==> src/rtl/mux_scan_n_if.sv <==
// Channel-mux bus: per-cycle controls and packed channel data in,
// registered selected data with its channel tag out.
interface mux_scan_n_if #(
    parameter int N_CH = 8,
    parameter int W    = 1
);
    localparam int SELW = (N_CH > 2) ? $clog2(N_CH) : 1;

    logic              en;
    logic              mode;
    logic [SELW-1:0]   sel;
    logic [N_CH*W-1:0] din;
    logic [W-1:0]      f;
    logic [SELW-1:0]   ch;
    logic              ch_valid;
    logic              wrap;

    modport master (output en, mode, sel, din, input f, ch, ch_valid, wrap);
    modport slave  (input en, mode, sel, din, output f, ch, ch_valid, wrap);
endinterface

==> src/rtl/mux_scan_n.sv <==
// Registered N-channel, W-bit mux with manual select and a round-robin
// auto-scan that dwells DWELL enabled cycles on each channel.
module mux_scan_n #(
    parameter int N_CH  = 8,
    parameter int W     = 1,
    parameter int DWELL = 4
) (
    input  logic         clk,
    input  logic         rst,
    mux_scan_n_if.slave  bus
);
    localparam int              SELW      = (N_CH > 2) ? $clog2(N_CH) : 1;
    localparam int              NPAD      = 1 << SELW;
    localparam logic [SELW-1:0] LAST      = SELW'(N_CH - 1);
    localparam logic [15:0]     DWELL_END = 16'(DWELL - 1);

    logic [SELW-1:0]           ch_q;
    logic [15:0]               dwell_q;
    logic [W-1:0]              f_q;
    logic                      valid_q;
    logic                      wrap_q;

    // Channel table padded to a power of two; unused slots read as zero.
    logic [NPAD-1:0][W-1:0]    chans;
    logic                      sel_ok;
    logic                      dwell_end;
    logic [SELW-1:0]           nxt_ch;

    always_comb begin
        chans = '0;
        for (int k = 0; k < N_CH; k++) chans[k] = bus.din[k*W +: W];
        sel_ok    = (32'(bus.sel) < N_CH);
        dwell_end = (dwell_q == DWELL_END);
        nxt_ch    = (ch_q == LAST) ? '0 : ch_q + 1'b1;
    end

    always_ff @(posedge clk) begin
        if (rst) begin
            ch_q    <= '0;
            dwell_q <= '0;
            f_q     <= '0;
            valid_q <= 1'b0;
            wrap_q  <= 1'b0;
        end else if (!bus.en) begin
            // Scan position freezes; only the visible outputs go quiet.
            f_q     <= '0;
            valid_q <= 1'b0;
            wrap_q  <= 1'b0;
        end else if (!bus.mode) begin
            dwell_q <= '0;
            wrap_q  <= 1'b0;
            if (sel_ok) begin
                ch_q    <= bus.sel;
                f_q     <= chans[bus.sel];
                valid_q <= 1'b1;
            end else begin
                f_q     <= '0;
                valid_q <= 1'b0;
            end
        end else if (dwell_end) begin
            dwell_q <= '0;
            ch_q    <= nxt_ch;
            wrap_q  <= (ch_q == LAST);
            f_q     <= chans[nxt_ch];
            valid_q <= 1'b1;
        end else begin
            // Data is resampled every cycle of the dwell, not latched once.
            dwell_q <= dwell_q + 16'd1;
            wrap_q  <= 1'b0;
            f_q     <= chans[ch_q];
            valid_q <= 1'b1;
        end
    end

    assign bus.f        = f_q;
    assign bus.ch       = ch_q;
    assign bus.ch_valid = valid_q;
    assign bus.wrap     = wrap_q;
endmodule

==> src/flat_wrapper.sv <==
// flat-port wrapper written by rule: the top's interface ports become plain ports
module mux_scan_n_flat 
#(
    parameter int N_CH  = 8,
    parameter int W     = 1,
    parameter int DWELL = 4
)
  (clk, rst, bus_en, bus_mode, bus_sel, bus_din, bus_f, bus_ch, bus_ch_valid, bus_wrap);
  mux_scan_n_if #(.N_CH(N_CH), .W(W)) bus_i ();
  input  logic clk;
  input  logic rst;
  input wire logic [$bits(bus_i.en)-1:0] bus_en;
  input wire logic [$bits(bus_i.mode)-1:0] bus_mode;
  input wire logic [$bits(bus_i.sel)-1:0] bus_sel;
  input wire logic [$bits(bus_i.din)-1:0] bus_din;
  output wire logic [$bits(bus_i.f)-1:0] bus_f;
  output wire logic [$bits(bus_i.ch)-1:0] bus_ch;
  output wire logic [$bits(bus_i.ch_valid)-1:0] bus_ch_valid;
  output wire logic [$bits(bus_i.wrap)-1:0] bus_wrap;
  assign bus_i.en = bus_en;
  assign bus_i.mode = bus_mode;
  assign bus_i.sel = bus_sel;
  assign bus_i.din = bus_din;
  assign bus_f = bus_i.f;
  assign bus_ch = bus_i.ch;
  assign bus_ch_valid = bus_i.ch_valid;
  assign bus_wrap = bus_i.wrap;
  mux_scan_n #(.N_CH(N_CH), .W(W), .DWELL(DWELL)) u_core (.clk(clk), .rst(rst), .bus(bus_i));
endmodule
==> config.mk <==
export PLATFORM = sky130hd
export DESIGN_NAME = mux_scan_n_flat
export DESIGN_NICKNAME = d
export VERILOG_FILES = /design/src/rtl/mux_scan_n_if.sv /design/src/rtl/mux_scan_n.sv /design/src/flat_wrapper.sv
export SDC_FILE = /design/constraint.sdc
export NUM_CORES = 1
export LEC_CHECK = 0
export CORE_MARGIN = 4
export CORE_UTILIZATION = 55
export DETAILED_ROUTE_END_ITERATION = 10
export PLACE_DENSITY = 0.83
export SYNTH_ARGS = -nofsm -noshare
export SYNTH_HDL_FRONTEND = slang
export SYNTH_SLANG_ARGS = --single-unit
==> constraint.sdc <==
create_clock -name clk -period 3 [get_ports clk]
set_clock_uncertainty 0.15 [all_clocks]
set_input_delay 0.3 -clock clk [delete_from_list [all_inputs] [get_ports clk]]
set_output_delay 0.3 -clock clk [all_outputs]
set_load 0.1 [all_outputs]
After elaboration in Yosys (flattened, before gate mapping)
Cells that the tools add are included.
{"block": "word_totals", "output_inout_bits": 6, "latchBits": 0, "mem_count": 0, "word_cells": 33, "ram_bits": 0, "in_bits": 15, "mem_bits_ro": 0, "regBits": 22}
{"block": "classes", "n_eq_ne": 3, "muxes": 14, "bitwise": 3, "div_mod_pow": 0, "mul": 0, "add_sub_neg": 2, "shift": 0, "magnitude_cmp": 3, "reduce_logical": 3}
{"op": "16-bit 2-to-1 mux", "n": 2}
{"op": "16-bit by 1-bit adder with 16-bit output, second input constant", "n": 1}
{"op": "16-bit by 2-bit == test with 1-bit output, second input constant", "n": 1}
{"op": "3-bit by 4-bit < comparator with 1-bit output, second input constant", "n": 3}
{"op": "1-bit binary-select mux with 3-bit select", "n": 3}
{"op": "3-bit 2-to-1 mux", "n": 3}
{"op": "1-bit 2-to-1 mux", "n": 6}
{"op": "4-bit OR reduction", "n": 1}
{"op": "3-bit by 1-bit adder with 3-bit output, second input constant", "n": 1}
{"op": "3-bit == test, second input constant", "n": 1}
{"op": "1-bit NOT", "n": 3}
{"op": "2-bit by 1-bit inequality test with 1-bit output, second input constant", "n": 1}
{"op": "2-bit AND reduction", "n": 1}
{"op": "2-bit OR reduction", "n": 1}

Logic depth before layout (Yosys ltp)
Gate-level depths: netlist of the first run.
{"block": "logic_depth", "depth_word": 6, "ltp_mapped": 8, "ltp_nobuf": 7}

Worst setup path before layout of the first run
OpenSTA, ideal clock, no wires.
{"block": "synth_timing", "path_kind": "reg-to-reg", "from": "reg u_core.ch_q[1], in the netlist u_core.bus.ch[1]", "to": "reg u_core.f_q, in the netlist u_core.bus.f", "t_arrival_ns": 2.307, "n_path_buf": 0, "period_less_slack_ns": 2.583, "required_ns": 2.724, "setup_ns": 0.126, "setup_slack_ns": 0.417, "stages_incl_launch_ff": 8, "cell_sequence": "dfxtp_1 ha_1 ha_1 nor2_1 mux4_2 nand2b_1 o211ai_1 nand3_1"}
{"block": "synth_between", "elab_chain_len": 6}
{"item": "from (decl)", "line": "mux_scan_n.sv:17", "rtl": "logic [SELW-1:0] ch_q;"}
{"item": "from (signal assigned)", "line": "mux_scan_n.sv:53", "rtl": "ch_q <= bus.sel;"}
{"item": "from (signal assigned)", "line": "mux_scan_n.sv:62", "rtl": "ch_q <= nxt_ch;"}
{"item": "3-bit by 1-bit adder with 3-bit output / 3-bit == test (equally long branches)", "line": "mux_scan_n.sv:34", "rtl": "nxt_ch = (ch_q == LAST) ? '0 : ch_q + 1'b1;"}
{"item": "3-bit 2-to-1 mux", "line": "mux_scan_n.sv:34"}
{"item": "1-bit binary-select mux with 3-bit select", "line": "mux_scan_n.sv:64", "rtl": "f_q <= chans[nxt_ch];"}
{"item": "1-bit 2-to-1 mux (not written as such)", "line": "mux_scan_n.sv:64"}
{"item": "1-bit 2-to-1 mux *", "line": "mux_scan_n.sv:60", "rtl": "end else if (dwell_end) begin"}
{"item": "1-bit 2-to-1 mux *", "line": "mux_scan_n.sv:49", "rtl": "end else if (!bus.mode) begin"}
{"item": "to (signal assigned)", "line": "mux_scan_n.sv:54", "rtl": "f_q <= chans[bus.sel];"}
{"item": "to (signal assigned)", "line": "mux_scan_n.sv:64"}
{"item": "to (signal assigned)", "line": "mux_scan_n.sv:70", "rtl": "f_q <= chans[ch_q];"}
{"item": "to (decl)", "line": "mux_scan_n.sv:19", "rtl": "logic [W-1:0] f_q;"}
Every way passes the cells marked *; elsewhere a longest branch is shown, timed or not. The select of a mux whose other input is x is not followed.
A chain may end at the register's enable or synchronous reset.

Worst setup path after layout of the first run
{"block": "layout_timing", "from": "reg u_core.ch_q[0], in the netlist u_core.bus.ch[0]", "to": "reg u_core.f_q, in the netlist u_core.bus.f"}
Same word-level chain as after synthesis.

==> results of run 1 <==
[worst register-to-register path, stage by stage, from the launching register on]
cell and delay [ps]:
dfxtp_1 410, ha_1 240, ha_1 200, nor2_1 320, mux4_2 550, nand2b_1 150
o211ai_1 80, nand3_1 80
[sequential cells by signal (all words and copies together), names as in the netlist]
register and count:
u_core.bus.ch 3, u_core.bus.f 1, u_core.bus.wrap 1, u_core.dwell_q 16
u_core.bus.ch_valid 1
[through the flow]
| step | power (W) | hold WS [ps] |
|---|---|---|
| 3_5_place_dp | 0.0004288 | 375.2 |
| 4_1_cts | 0.0005863 | 408.1 |
| 2_1_floorplan | 0.0003948 | 222.8 |
| 3_3_place_gp | 0.0004264 | 361.0 |
| 5_1_grt | 0.0006108 | 456.3 |
| 6_report | 0.0005889 | 408.1 |
[logic make-up after synthesis]
logic type | count (synthesis)
AND/OR/NAND/NOR | 59
flip-flops | 22
XOR/XNOR | 15
multiplexers | 11
AO/OA/AOI/OAI | 9
buffers and inverters | 6
adder cells (fa/ha/maj) | 3
[placed cells by master, fill, tap and decap left out, drive strengths merged, types with 2 or more instances in the layout]
cell type / n
nor2: 26
dfxtp: 22
clkdlybuf4s50: 14
nand3: 10
xor2: 9
mux2i: 7
xnor2: 6
buf: 6
nand2: 5
a211oi: 4
mux4: 4
clkbuf: 4
nand4: 3
nor2b: 3
ha: 3
nor4: 3
nor3: 2
inv: 2
and3: 2
[routing by layer]
layer / global-route usage (%) / vias to the layer above / wire, um / part of all wire, %
met5: 0 / - / 0 / 0
met4: 11.20 / 0 / 77 / 3.1
met3: 5.450 / 15 / 140 / 5.7
met2: 35.66 / 40 / 1206 / 49
met1: 22.15 / 460 / 1045 / 42
li1: - / 482 / - / -
[cell usage after synthesis, types with 2 or more instances]
cell type   n
inv_1       2
dfxtp_1    22
nor4_1      2
nand3_1    10
nor2_1     26
ha_1        3
xor2_1      9
mux2i_1     7
a211oi_1    4
nand4_1     3
mux4_2      4
nor3_1      2
nand2_1     5
xnor2_1     6
nor2b_1     3
[worst min path at each step]
stage | start | end | slack (ps) | depth (start not counted)
2_1_floorplan | rst | u_core.bus.ch[0] | 220 | 1
3_3_place_gp | u_core.dwell_q[13] | u_core.dwell_q[13] | 360 | 2
3_5_place_dp | u_core.dwell_q[15] | u_core.dwell_q[15] | 380 | 2
4_1_cts | u_core.dwell_q[1] | u_core.dwell_q[1] | 410 | 2
5_1_grt | u_core.dwell_q[14] | u_core.dwell_q[14] | 460 | 2
6_report | u_core.dwell_q[1] | u_core.dwell_q[1] | 410 | 2
[power by group through the flow]
stage	Sequential, W	Clock, W	Combinational [W]
after global placement	0.000313	0	0.000114
after floorplan	0.000344	0	0.0000506
final	0.000306	0.000167	0.000116
after global routing	0.000308	0.000179	0.000124
after detailed placement	0.000313	0	0.000116
after CTS	0.000306	0.000164	0.000116
[cell type report]
cell class | count | area share (%)
multi-input cells | 97 | 49.60
flip-flops and latches | 22 | 31.57
repair buffers | 20 | 13.27
clock buffers | 4 | 2.601
well taps | 27 | 2.422
inverters | 2 | 0.5381
==> impl_metrics.json, run 1 <==
{
  "ys_async_sr_fraction_pct": 0,
  "netlist_area_um2": 1180,
  "grt_pass1_vias": 1027,
  "syn-instance-count": 125,
  "maxCapViolations": 0,
  "placed_area_um2": 1359,
  "yosysTopAreaCell": "dfxtp_1",
  "holdBufCountCts": 0,
  "layout.nets": 164,
  "clock_path_buffers": 2,
  "io_pins": 21,
  "ant_nets": 0,
  "r2r_end": "u_core.bus.f",
  "vdd_drop_max_mv": 0.4267,
  "final_cells": 172,
  "critPathBufInv": 0,
  "cts.reportedPaths.clkPinSlew_ps": 120,
  "cp-end-kind": "register",
  "dr_total_vias": 997,
  "synthesis.nets": 143,
  "p_sw_share_pct": 28.44,
  "cts.sinks": 22,
  "final_core_util_pct": 69.69,
  "power_frac_clock_pct": 28.3,
  "reg2reg_depth": 7,
  "first_pass_iters": 5,
  "synthAdderAreaFrac_pct": 3.181,
  "dpl.hpwl_um": 1905,
  "path_delay_family": "simple AND/OR/NAND/NOR gates",
  "cts_tree": "done",
  "seqCellArea_um2": 440.4,
  "fin_ws_ps": 730.4,
  "status": "completed",
  "cts_buffers": 3,
  "hold_path_class": "reg -> reg",
  "synth_mux_area_share_pct": 13.57,
  "ys_seq_area_share_pct": 37.33,
  "p_leak_nw": 0.5115,
  "max_freq_mhz": 440.6,
  "port_buffers": 20,
  "cts_resized": 0,
  "pwr-share-seq_pct": 52.0,
  "grt_pass1_wl_um": 4298,
  "crit_arrival_ps": 2330,
  "finalInstanceArea_um2": 1395,
  "worst_pin_slew_ps": 531.3,
  "crit_path_frequent_cell": "ha_1",
  "synth_compound_area_share_pct": 5.832,
  "n_fill_cell": 156,
  "slew-limit-headroom_pct": 64.58,
  "die_w_um": 54.32,
  "avgSynthCellArea_um2": 9.439,
  "synth_ff_type": "dfxtp_1",
  "cp-start-kind": "register",
  "post-place-ws_ps": 770.8,
  "place_inst": 168,
  "crit_chain": "ha_1 > ha_1 > nor2_1 > mux4_2 > nand2b_1 > o211ai_1 > nand3_1",
  "fp-row-count": 16,
  "drive_gt1_share_pct": 12.41,
  "cts_root_buf": "clkbuf_4",
  "rrSetupSlack_ps": 730,
  "yosys.area_share.simple_pct": 24.92,
  "cp.required_ps": 3060,
  "power_density_nw_per_um2": 422.1,
  "cp_slowest_stage_delay_ps": 540,
  "cp.depth": 7,
  "switchingPower_w": 0.0001675,
  "synth_top_family_by_area": "simple AND/OR/NAND/NOR gates",
  "synth_edf_count": 0,
  "period_needed_ps": 2270,
  "internal_power_w": 0.0004214,
  "grt_max_degree": 17,
  "maxSlewViolCount": 0,
  "routed_via_density": 5.797,
  "postCtsSetupBuffers": 0,
  "ys_types": 32,
  "clock_latency_ps": 310,
  "dieArea_um2": 2950,
  "reg2reg_from": "u_core.bus.ch[0]",
  "drtIter0Drc": 8,
  "period_share_pct": 75.65,
  "setup_violations": 0,
  "crit_fanout": 7,
  "wl_per_cell_um": 14.35,
  "start_util_pct": 58.94,
  "h-tree-depth": 1,
  "synth_xor_area_share_pct": 11.13,
  "ys_ff_latch": 22,
  "grt_setup_unrepaired": "false",
  "yosysWarnings": 0,
  "grt-ovfl-total": 0,
  "crit_start": "u_core.bus.ch[0]",
  "crit_end": "u_core.bus.f",
  "worst_path_max_delay_cell": "mux4_2",
  "track_usage_pct": 20.41,
  "crit_type": "reg -> reg",
  "synthTopCellsByArea": "dfxtp_1, nor2_1, mux4_2",
  "final.setup.tns_ps": 0,
  "drt-total-wl_um": 2469,
  "area_growth_pct": 18.24,
  "die_y_um": 54.32,
  "gp_congestion": 0.9195,
  "antenna_cells": 0,
  "multi_input_area_um2": 691.9,
  "drcViolationCount": 0,
  "yosysTopAreaCellShare_pct": 37.33,
  "antenna_found_initial": 0,
  "core-area_um2": 2002,
  "comb_power_share_pct": 19.7,
  "hold_violations": 0
}
No activity file was read; power rests on OpenSTA's default activity.
==> inputs of run 2 (changes only) <==
CORE_UTILIZATION = 51   (was 55)
PLACE_DENSITY = 0.78   (was 0.83)
clock period = 2.3 ns   (was 3 ns; I/O delays follow)
==> run 2 against run 1 <==
Clock-buffer cell count decreased by 1. Die area rose by 6.7%. Via count shrank 4.2%. Worst hold slack lost 22 ps. Largest cell class unchanged.
==> impl_metrics.json, run 2 (synthesized netlist as in run 1, its figures left out) <==
{
  "wl_per_cell_um": 14.03,
  "use_met3_pct": 3.248,
  "crit_path_frequent_cell": "ha_1",
  "hold_violations": 0,
  "clock_latency_ps": 300,
  "port_buffers": 20,
  "worstHoldStart": "u_core.dwell_q[15]",
  "cp-end-kind": "register",
  "dr_total_vias": 955,
  "start_util_pct": 53.34,
  "cts.sinks": 22,
  "place_inst": 173,
  "cp.required_ps": 2340,
  "track_usage_pct": 16.20,
  "area_growth_pct": 21.10,
  "met2_usage_pct": 27.71,
  "die_w_um": 56.10,
  "grt_setup_unrepaired": "false",
  "busiest_layer": "met2",
  "postCtsSetupBuffers": 0,
  "antenna_found_initial": 0,
  "drive_gt1_share_pct": 16.22,
  "crit_arrival_ps": 2200,
  "multi_input_area_um2": 691.9,
  "final_core_util_pct": 64.59,
  "crit_start": "u_core.bus.ch[0]",
  "antenna_cells": 0,
  "routed_via_density": 5.426,
  "cts_tree": "done",
  "core-area_um2": 2212,
  "max_freq_mhz": 462.7,
  "clock_path_buffers": 2,
  "first_pass_iters": 4,
  "worst_path_max_delay_cell": "mux4_2",
  "seqCellArea_um2": 444.2,
  "crit_fanout": 7,
  "period_share_pct": 93.96,
  "p_leak_nw": 0.5298,
  "layout.nets": 168,
  "path_delay_family": "multiplexers",
  "fp-row-count": 17,
  "vdd_drop_max_mv": 0.3718,
  "reg2reg_from": "u_core.bus.ch[0]",
  "slew-limit-headroom_pct": 73.62,
  "ant_nets": 0,
  "h-tree-depth": 1,
  "drcViolationCount": 0,
  "dpl.hpwl_um": 1995,
  "maxCapViolations": 0,
  "status": "completed",
  "grt_max_degree": 17,
  "die_y_um": 56.10,
  "grt_pass1_vias": 922,
  "worst_pin_slew_ps": 392.4,
  "drt-total-wl_um": 2470,
  "holdBufCountCts": 0,
  "period_needed_ps": 2161,
  "layout_common_cells": "nor2_1, dfxtp_1, clkdlybuf4s50_1",
  "use_met1_pct": 21.95,
  "final.setup.tns_ps": 0,
  "io_pins": 21,
  "setup_violations": 0,
  "dieArea_um2": 3147,
  "cts.reportedPaths.clkPinSlew_ps": 110,
  "grt-ovfl-total": 0,
  "hold_path_class": "reg -> reg",
  "crit_chain": "ha_1 > ha_1 > nor2_1 > mux4_2 > nand2b_1 > o211ai_1 > nand3_1",
  "drtIter0Drc": 17,
  "cts_resized": 0,
  "largest_reg_flops": 16,
  "cts_root_buf": "clkbuf_4",
  "final_common_cell": "nor2_1",
  "crit_type": "reg -> reg",
  "grt_pass1_wl_um": 4133,
  "final_cells": 176,
  "n_fill_cell": 194,
  "maxSlewViolCount": 0,
  "largest-register": "u_core.dwell_q",
  "cts_buffers": 3,
  "cp-start-kind": "register",
  "cp_slowest_stage_delay_ps": 540,
  "power_density_nw_per_um2": 511.4,
  "gp_congestion": 0.8889,
  "critPathBufInv": 0
}
## run 2: changes by cell type in the layout (fill, tap and decap cells not counted), sizes merged
cell and change:
buf +4, clkbuf -1
## run 2: metrics by stage
step | worst slack (ps) | instance area, um^2 | hold WS [ps] | total power, W
6_report | 138.9 | 1429 | 386.2 | 0.0007307
3_3_place_gp | 251.1 | 1406 | 354.6 | 0.0005677
4_1_cts | 141.3 | 1429 | 391.8 | 0.0007337
3_5_place_dp | 155.5 | 1406 | 363.2 | 0.0005718
2_1_floorplan | 40.21 | 1184 | 145.3 | 0.0005158
5_1_grt | 70.19 | 1429 | 433.0 | 0.0007598
## run 2: final cells by class
type / instances / area share [%]
multi-input cells: 97 / 48.42
well taps: 28 / 2.452
repair buffers: 24 / 15.94
inverters: 2 / 0.5254
clock buffers: 3 / 1.576
flip-flops and latches: 22 / 31.09
## run 2: worst paths after layout
check,end,slack [ps],cells after the start
worst max-delay path,u_core.bus.f,140,7
worst min-delay path,u_core.dwell_q[15],390,2
worst max register to register,u_core.bus.f,140,7
worst min register to register,u_core.dwell_q[15],390,2
## run 2: power by group
| part | switching (W) | internal (W) |
|---|---|---|
| combinational | 0.0000919 | 0.0000713 |
| sequential | 0.0000102 | 0.000390 |
| clock | 0.000106 | 0.0000610 |
## run 2: worst min-delay path, stage by stage (launching register included)
cell and delay, ps:
dfxtp_1 370, xor2_1 70, nor2_1 70
## run 2: layer usage
| layer | share of wire (%) | wire length, um |
|---|---|---|
| met4 | 0 | 0 |
| met5 | 0 | 0 |
| met2 | 47 | 1167 |
| met3 | 3.6 | 89 |
| met1 | 49 | 1213 |
